--- src/rtl/xgemac_wb_regs.sv ---
// XGE MAC wishbone register block: CONFIG, SCRATCH, interrupt pending/status/mask.
// Single-cycle classic responder; pending bits are edge-set and clear-on-read.
module xgemac_wb_regs #(
  parameter int AW      = 8,
  parameter int DW      = 32,
  parameter int NUM_INT = 9
) (
  input  logic               wb_clk_i,
  input  logic               wb_rst_i,
  input  logic [AW-1:0]      wb_adr_i,
  input  logic               wb_cyc_i,
  input  logic               wb_stb_i,
  input  logic               wb_we_i,
  input  logic [DW-1:0]      wb_dat_i,
  output logic [DW-1:0]      wb_dat_o,
  output logic               wb_ack_o,
  output logic               wb_int_o,
  input  logic [NUM_INT-1:0] status_i,
  output logic               ctrl_tx_enable_o
);

  typedef enum logic {ST_IDLE = 1'b0, ST_ACK = 1'b1} state_t;

  localparam logic [AW-3:0] A_CONFIG  = 'd0;
  localparam logic [AW-3:0] A_SCRATCH = 'd1;
  localparam logic [AW-3:0] A_PENDING = 'd2;
  localparam logic [AW-3:0] A_STATUS  = 'd3;
  localparam logic [AW-3:0] A_MASK    = 'd4;

  state_t             state, state_nxt;
  logic               tx_enable;
  logic [DW-1:0]      scratch;
  logic [NUM_INT-1:0] int_mask;
  logic [NUM_INT-1:0] pending, pending_nxt;
  logic [NUM_INT-1:0] status_q;
  logic [DW-1:0]      rd_data;
  logic [AW-3:0]      adr_word;
  logic               accept;
  logic               rd_clear;
  logic [1:0]         unused_byte_lane;

  assign adr_word         = wb_adr_i[AW-1:2];
  assign unused_byte_lane = wb_adr_i[1:0];
  assign accept           = (state == ST_IDLE) && wb_cyc_i && wb_stb_i;
  assign rd_clear         = accept && !wb_we_i && (adr_word == A_PENDING);

  // A new edge on the clearing read's commit edge wins over the clear.
  assign pending_nxt = (rd_clear ? '0 : pending) | (status_i & ~status_q);

  assign wb_ack_o         = (state == ST_ACK);
  assign wb_int_o         = |(pending & int_mask);
  assign ctrl_tx_enable_o = tx_enable;

  always_comb begin
    // NOTE: every combinational output gets a default first so no path leaves it unassigned (no latch).
    state_nxt = state;
    case (state)
      ST_IDLE: if (wb_cyc_i && wb_stb_i) state_nxt = ST_ACK;
      ST_ACK:  state_nxt = ST_IDLE;
      default: state_nxt = ST_IDLE;
    endcase
  end

  always_comb begin
    rd_data = '0;
    case (adr_word)
      A_CONFIG:  rd_data[0]           = tx_enable;
      A_SCRATCH: rd_data              = scratch;
      A_PENDING: rd_data[NUM_INT-1:0] = pending;
      A_STATUS:  rd_data[NUM_INT-1:0] = status_i;
      A_MASK:    rd_data[NUM_INT-1:0] = int_mask;
      default:   rd_data              = '0;
    endcase
  end

  // NOTE: sequential state uses non-blocking assignments so every register samples pre-edge values.
  always_ff @(posedge wb_clk_i or posedge wb_rst_i) begin
    if (wb_rst_i) begin
      state     <= ST_IDLE;
      tx_enable <= 1'b0;
      scratch   <= '0;
      int_mask  <= '0;
      pending   <= '0;
      status_q  <= '0;
      wb_dat_o  <= '0;
    end else begin
      state    <= state_nxt;
      status_q <= status_i;
      pending  <= pending_nxt;
      if (accept) begin
        if (wb_we_i) begin
          case (adr_word)
            A_CONFIG:  tx_enable <= wb_dat_i[0];
            A_SCRATCH: scratch   <= wb_dat_i;
            A_MASK:    int_mask  <= wb_dat_i[NUM_INT-1:0];
            default:   ;
          endcase
        end else begin
          wb_dat_o <= rd_data;
        end
      end
    end
  end

endmodule

--- config.mk ---
export PLATFORM = sky130hd
export DESIGN_NAME = xgemac_wb_regs
export DESIGN_NICKNAME = d
export VERILOG_FILES = /design/src/rtl/xgemac_wb_regs.sv
export SDC_FILE = /design/constraint.sdc
export NUM_CORES = 1
export LEC_CHECK = 0
export BUFFER_PORTS_ARGS = -buffer_cell sky130_fd_sc_hd__buf_2
export CORE_ASPECT_RATIO = 0.7
export CORE_MARGIN = 2
export CORE_UTILIZATION = 45
export DETAILED_ROUTE_END_ITERATION = 16
export GPL_TIMING_DRIVEN = 0
export PLACE_DENSITY_LB_ADDON = 0.2
export SLEW_MARGIN = 10
export SYNTH_ARGS = -nofsm -noshare
export SYNTH_HDL_FRONTEND = slang
export SYNTH_SLANG_ARGS = --single-unit
export TNS_END_PERCENT = 10
--- constraint.sdc ---
create_clock -name wb_clk_i -period 2.6 [get_ports wb_clk_i]
set_input_delay 0.26 -clock wb_clk_i [delete_from_list [all_inputs] [get_ports wb_clk_i]]
set_output_delay 0.26 -clock wb_clk_i [all_outputs]
set_load 0.01 [all_outputs]
## Word-level counts from Yosys, hierarchy flattened

Cells that the tools add are included.

| word-level totals | value |
|---|---|
| bits of input ports | 54 |
| output and inout port bits | 35 |
| register bits | 93 |

| cells by class | value |
|---|---|
| mux-type cells | 6 |
| reduce and logical (&&, ||, !) cells | 12 |
| equal/unequal tests | 4 |
| bitwise gates (word level) | 6 |

Operators with widths:

| kind | number |
|---|---|
| 8-bit case mux with 4 select lines | 1 |
| 23-bit two-way mux | 1 |
| 9-bit AND | 2 |
| 6-bit by 2-bit == test with 1-bit output, second input constant | 2 |
| 9-bit two-way mux | 1 |
| 9-bit inverter | 1 |
| 9-bit OR | 1 |
| 3-bit AND reduction | 3 |
| 9-bit OR reduction | 1 |
| 6-bit by 1-bit == test with 1-bit output, second input constant | 1 |
| 6-bit by 3-bit == test with 1-bit output, second input constant | 1 |
| 6-bit logical NOT | 1 |
| 1-bit logical AND | 5 |
| 1-bit case mux with 5 select lines | 1 |
| 1-bit inverter | 2 |
| 1-bit case mux with 2 select lines | 1 |
| 2-bit AND reduction | 1 |
| 1-bit logical NOT | 1 |
| 1-bit two-way mux | 1 |

## Longest topological paths before layout

| depth | value |
|---|---|
| depth after elaboration | 7 |
| depth in mapped cells | 7 |

## Least setup slack after synthesis

Ideal clock, no wire load.

| timing | value |
|---|---|
| path type | input-to-reg |
| from | input wb_adr_i[7] |
| to | register scratch[0] |
| slack | 0.657 ns |
| library setup time | 0.125 ns |
| cell stages on the path | 6 |
| required time | 2.475 ns |
| arrival time | 1.817 ns |
| path through | or3_4 -> nor4b_4 -> and3_1 -> buf_6 -> buf_12 -> mux2_4 |

| between the ends | value |
|---|---|
| longest elaborated chain between the ends | 2 |

RTL lines:

| what | RTL line | source |
|---|---|---|
| start: declaration | 10 | `input logic [AW-1:0] wb_adr_i,` |
| 6-bit by 1-bit == test with 1-bit output | 92 | `case (adr_word)` |
| 3-bit AND reduction (no line) | n/a |  |
| end signal: assignment | 94 | `A_SCRATCH: scratch <= wb_dat_i;` |
| end: declaration | 32 | `logic [DW-1:0] scratch;` |

No other way between the ends.
A chain may end at the register's enable or synchronous reset.

## Worst setup path after layout

| timing | value |
|---|---|
| from | register state (netlist: wb_ack_o) |
| to | register pending[6] |

| between the ends | value |
|---|---|
| longest elaborated chain between the ends | 7 |

RTL lines:

| what | RTL line | source |
|---|---|---|
| start: declaration | 30 | `state_t state, state_nxt;` |
| start signal: assignment | 87 | `state <= state_nxt;` |
| 1-bit inverter | n/a |  |
| 1-bit logical AND (2 in series) | 44 | `assign accept = (state == ST_IDLE) && wb_cyc_i && wb_stb_i;` |
| 1-bit logical AND (2 in series) | 45 | `assign rd_clear = accept && !wb_we_i && (adr_word == A_PENDING);` |
| 9-bit two-way mux | 48 | `assign pending_nxt = (rd_clear ? '0 : pending) \| (status_i & ~status_q);` |
| 9-bit OR | 48 |  |
| via pending_nxt[6] | 34 | `logic [NUM_INT-1:0] pending, pending_nxt;` |
| end signal: assignment | 89 | `pending <= pending_nxt;` |
| end: declaration | 34 |  |

The timed path passes the listed nets, and every way through them passes these cells.

==> impl_metrics.tcl <==
set metrics [dict create \
    min_period_ns 2.18 \
    ios 89 \
    fmaxAchievable_mhz 458 \
    synth_xor_xnor_area_share 0.00226 \
    synthesis.nets 331 \
    hold_class "input port to flop" \
    tritoncts.num_buffers 9 \
    rsz0062_at_grt "no" \
    route.detailed.drc 0 \
    crit-reg2reg-launch "wb_ack_o" \
    wirelength_mm 8.17 \
    power-per-cell-area_nw_per_um2 664 \
    drt_first_pass_iters 4 \
    criticalPathCategory "flop to flop" \
    tns_ns 0 \
    hold_violations 0 \
    timing.reg2reg.setup_slack_ns 0.42 \
    drt-initial-drc-count 101 \
    cp_data_required_time_ns 2.82 \
    vdd.ir_drop.worst_mv 0.547 \
    layout_worst_path_cycle_share 0.840 \
    drtAntennaViolNets 0 \
    post-dp-hpwl_mm 5.97 \
    r2r-end "pending[6]" \
    postSynthRegisterBits 93 \
    synth_compound_area_frac 0.124 \
    grt_pass1_wl_mm 13.0 \
    synth_top_flop_cell "dfrtp_1" \
    final_max_slew_viol_count 0 \
    detailroute.via_count 2544 \
    cts_max_path_buffers 2 \
    std_cell_rows 28 \
    max-slew-margin-rel 0.473 \
    height_of_the_die_microns 81.7 \
    num_antenna_cells 0 \
    tritoncts "done" \
    netlist_instances 277 \
    max-cap-violations 0 \
    grt.total_usage 0.183 \
    critical_path_arrival_ns 2.40 \
    end_kind "flop" \
    layout.filler_cells 748 \
    setup_viol 0 \
    final_area_sq_um 4810 \
    syn-cell-area_sq_um 3880 \
    multiInputGateArea_sq_um 1380 \
    reg2regPathDepth 7 \
    seq_area_frac_synth 0.600 \
    min_path_cells 1 \
    layout-area-overhead-vs-synth_pct 24.0 \
    die-width_microns 115 \
    result_of_the_run "finished, final reports clean" \
    avgSynthCellArea_sq_um 14.0 \
    synth_cell_type_count 31 \
    static_leakage_nw 2.45 \
    post-layout-total-power_mw 3.19 \
    die-area_sq_um 9390 \
    drive_above_1_share 0.408 \
    hold_path_startpoint "status_i[1]" \
    tightestPinTransition_ns 0.790 \
    placeableCoreArea_sq_um 8410 \
    floorplan.initialDensity 0.461 \
    synth_warnings 0 \
    post_drt_wl_per_cell_microns 16.8 \
    reg_area_sq_um 2330 \
    edff_count_synth 0 \
    synth_adder_area_share 0 \
    grt_max_degree 39 \
    synth_top_family_by_area "multiplexers" \
    gp_congestion 0.838 \
    cts.clk_slew.worst_paths_ns 0.06 \
    worst_min_delay_path_endpoint "status_q[1]" \
    worst-path-max-fanout 9 \
    finish.net_count 429 \
    yosys-mux-area-fraction 0.174 \
    viasPerCell 5.25 \
    number_of_global_route_vias_before_repair 2560 \
    placedInstanceArea_sq_um 4480 \
    globalRouteOverflowTotal 0 \
    numClockSinks 93 \
    yosys.area_share.simple 0.0545 \
    grt_antenna_before_repair 0 \
    clk-insertion-delay-late_ns 0.33 \
    count_of_h_tree_levels_built_during_cts 3 \
    place.port_buffers 84 \
    clock-root-buffer "clkbuf_16" \
    setup_crit_start_kind "flop" \
    synthArstFlopShare 1.00 \
    fin_worst_skew_ns 0.00552 \
    cts_resized 0 \
]
report_power, final:
group          internal (mW)  switching (mW)
clock                  0.845           0.551
sequential              1.51          0.0353
combinational          0.122           0.134
total                   2.47           0.720
how the worst max path moves through the flow:
stage,startpoint,endpoint,slack [ns],cells after the start
after floorplan,wb_adr_i[7],scratch[0],0.66,6
after global placement,wb_adr_i[7],scratch[8],0.30,7
after detailed placement,wb_adr_i[7],scratch[3],0.27,7
after CTS,wb_ack_o,pending[6],0.41,7
after global routing,wb_ack_o,pending[1],0.27,7
final,wb_ack_o,pending[6],0.42,7
per-stage QoR:
step | util | instances | worst slack [ns] | hold slack, ns
finish | 0.572 | 485 | 0.417 | 0.0605
global route | 0.572 | 485 | 0.274 | 0.0410
CTS | 0.572 | 485 | 0.412 | 0.0470
detailed placement | 0.532 | 468 | 0.273 | 0.323
global placement | 0.528 | 466 | 0.297 | 0.398
floorplan | - | 277 | 0.657 | 0.291
sequential cells by signal, summed over array words and instances (netlist names):
signal / count
scratch: 32
status_q: 9
pending: 9
int_mask: 9
wb_dat_o: 32
wb_ack_o: 1
ctrl_tx_enable_o: 1
cells in the final DEF (no fill, tap or decap), drive strengths merged, types with 4 or more instances in the layout:
cell,instances
buf,94
dfrtp,93
mux2,42
a22o,33
clkbuf,21
a21oi,18
nor2,12
mux2i,9
nor3,9
inv,9
a211oi,8
clkinvlp,4
layer usage:
metal / share of wire / GRT usage / vias to the layer above
met3: 0.050 / 0.0561 / 8
met2: 0.43 / 0.262 / 55
met5: 0 / 0 / -
met1: 0.51 / 0.267 / 1275
li1: - / - / 1206
met4: 0.0087 / 0.0542 / 0
critical path, cell delays in order (launching register included):
cell	delay (ns)
dfrtp_1	0.37
and3b_1	0.20
clkbuf_1	0.25
nand2b_1	0.08
clkbuf_1	0.18
or4_1	0.51
clkbuf_1	0.25
a22o_1	0.24
cells in the mapped netlist (4+ instances only):
cell,instances,area [sq um]
mux2_4,30,450
nor3_1,9,45.0
clkbuf_1,12,45.0
a22o_1,33,289
a21oi_1,18,90.1
mux2_2,12,135
a211oi_1,8,60.1
dfrtp_1,93,2330
inv_1,10,37.5
mux2i_1,9,90.1
nor2_1,12,45.0
buf_2,4,20.0
timing repair:
action | 4_1_cts | 5_1_grt
hold buffers | 1 | 0
hold endpoints to repair | 18 | 0
buffers inserted | 0 | 0
area by class of cell:
cell class | instances | area share
sequential | 93 | 0.484
clock buffer | 9 | 0.0468
multi-input combinational | 154 | 0.287
inverter | 10 | 0.00858
clock inverter | 7 | 0.0208
tap | 105 | 0.0273
timing repair buffer | 87 | 0.0978
buffer | 20 | 0.0283
kinds of logic after synthesis:
| kind of cell | count (synthesis) |
|---|---|
| muxes | 51 |
| DFF | 93 |
| and+or+nand+nor | 37 |
| buffers and inverters | 30 |
| AOI/OAI and AO/OA | 65 |
| xor gates and xnor gates | 1 |
(Power assumes the default switching activity.)
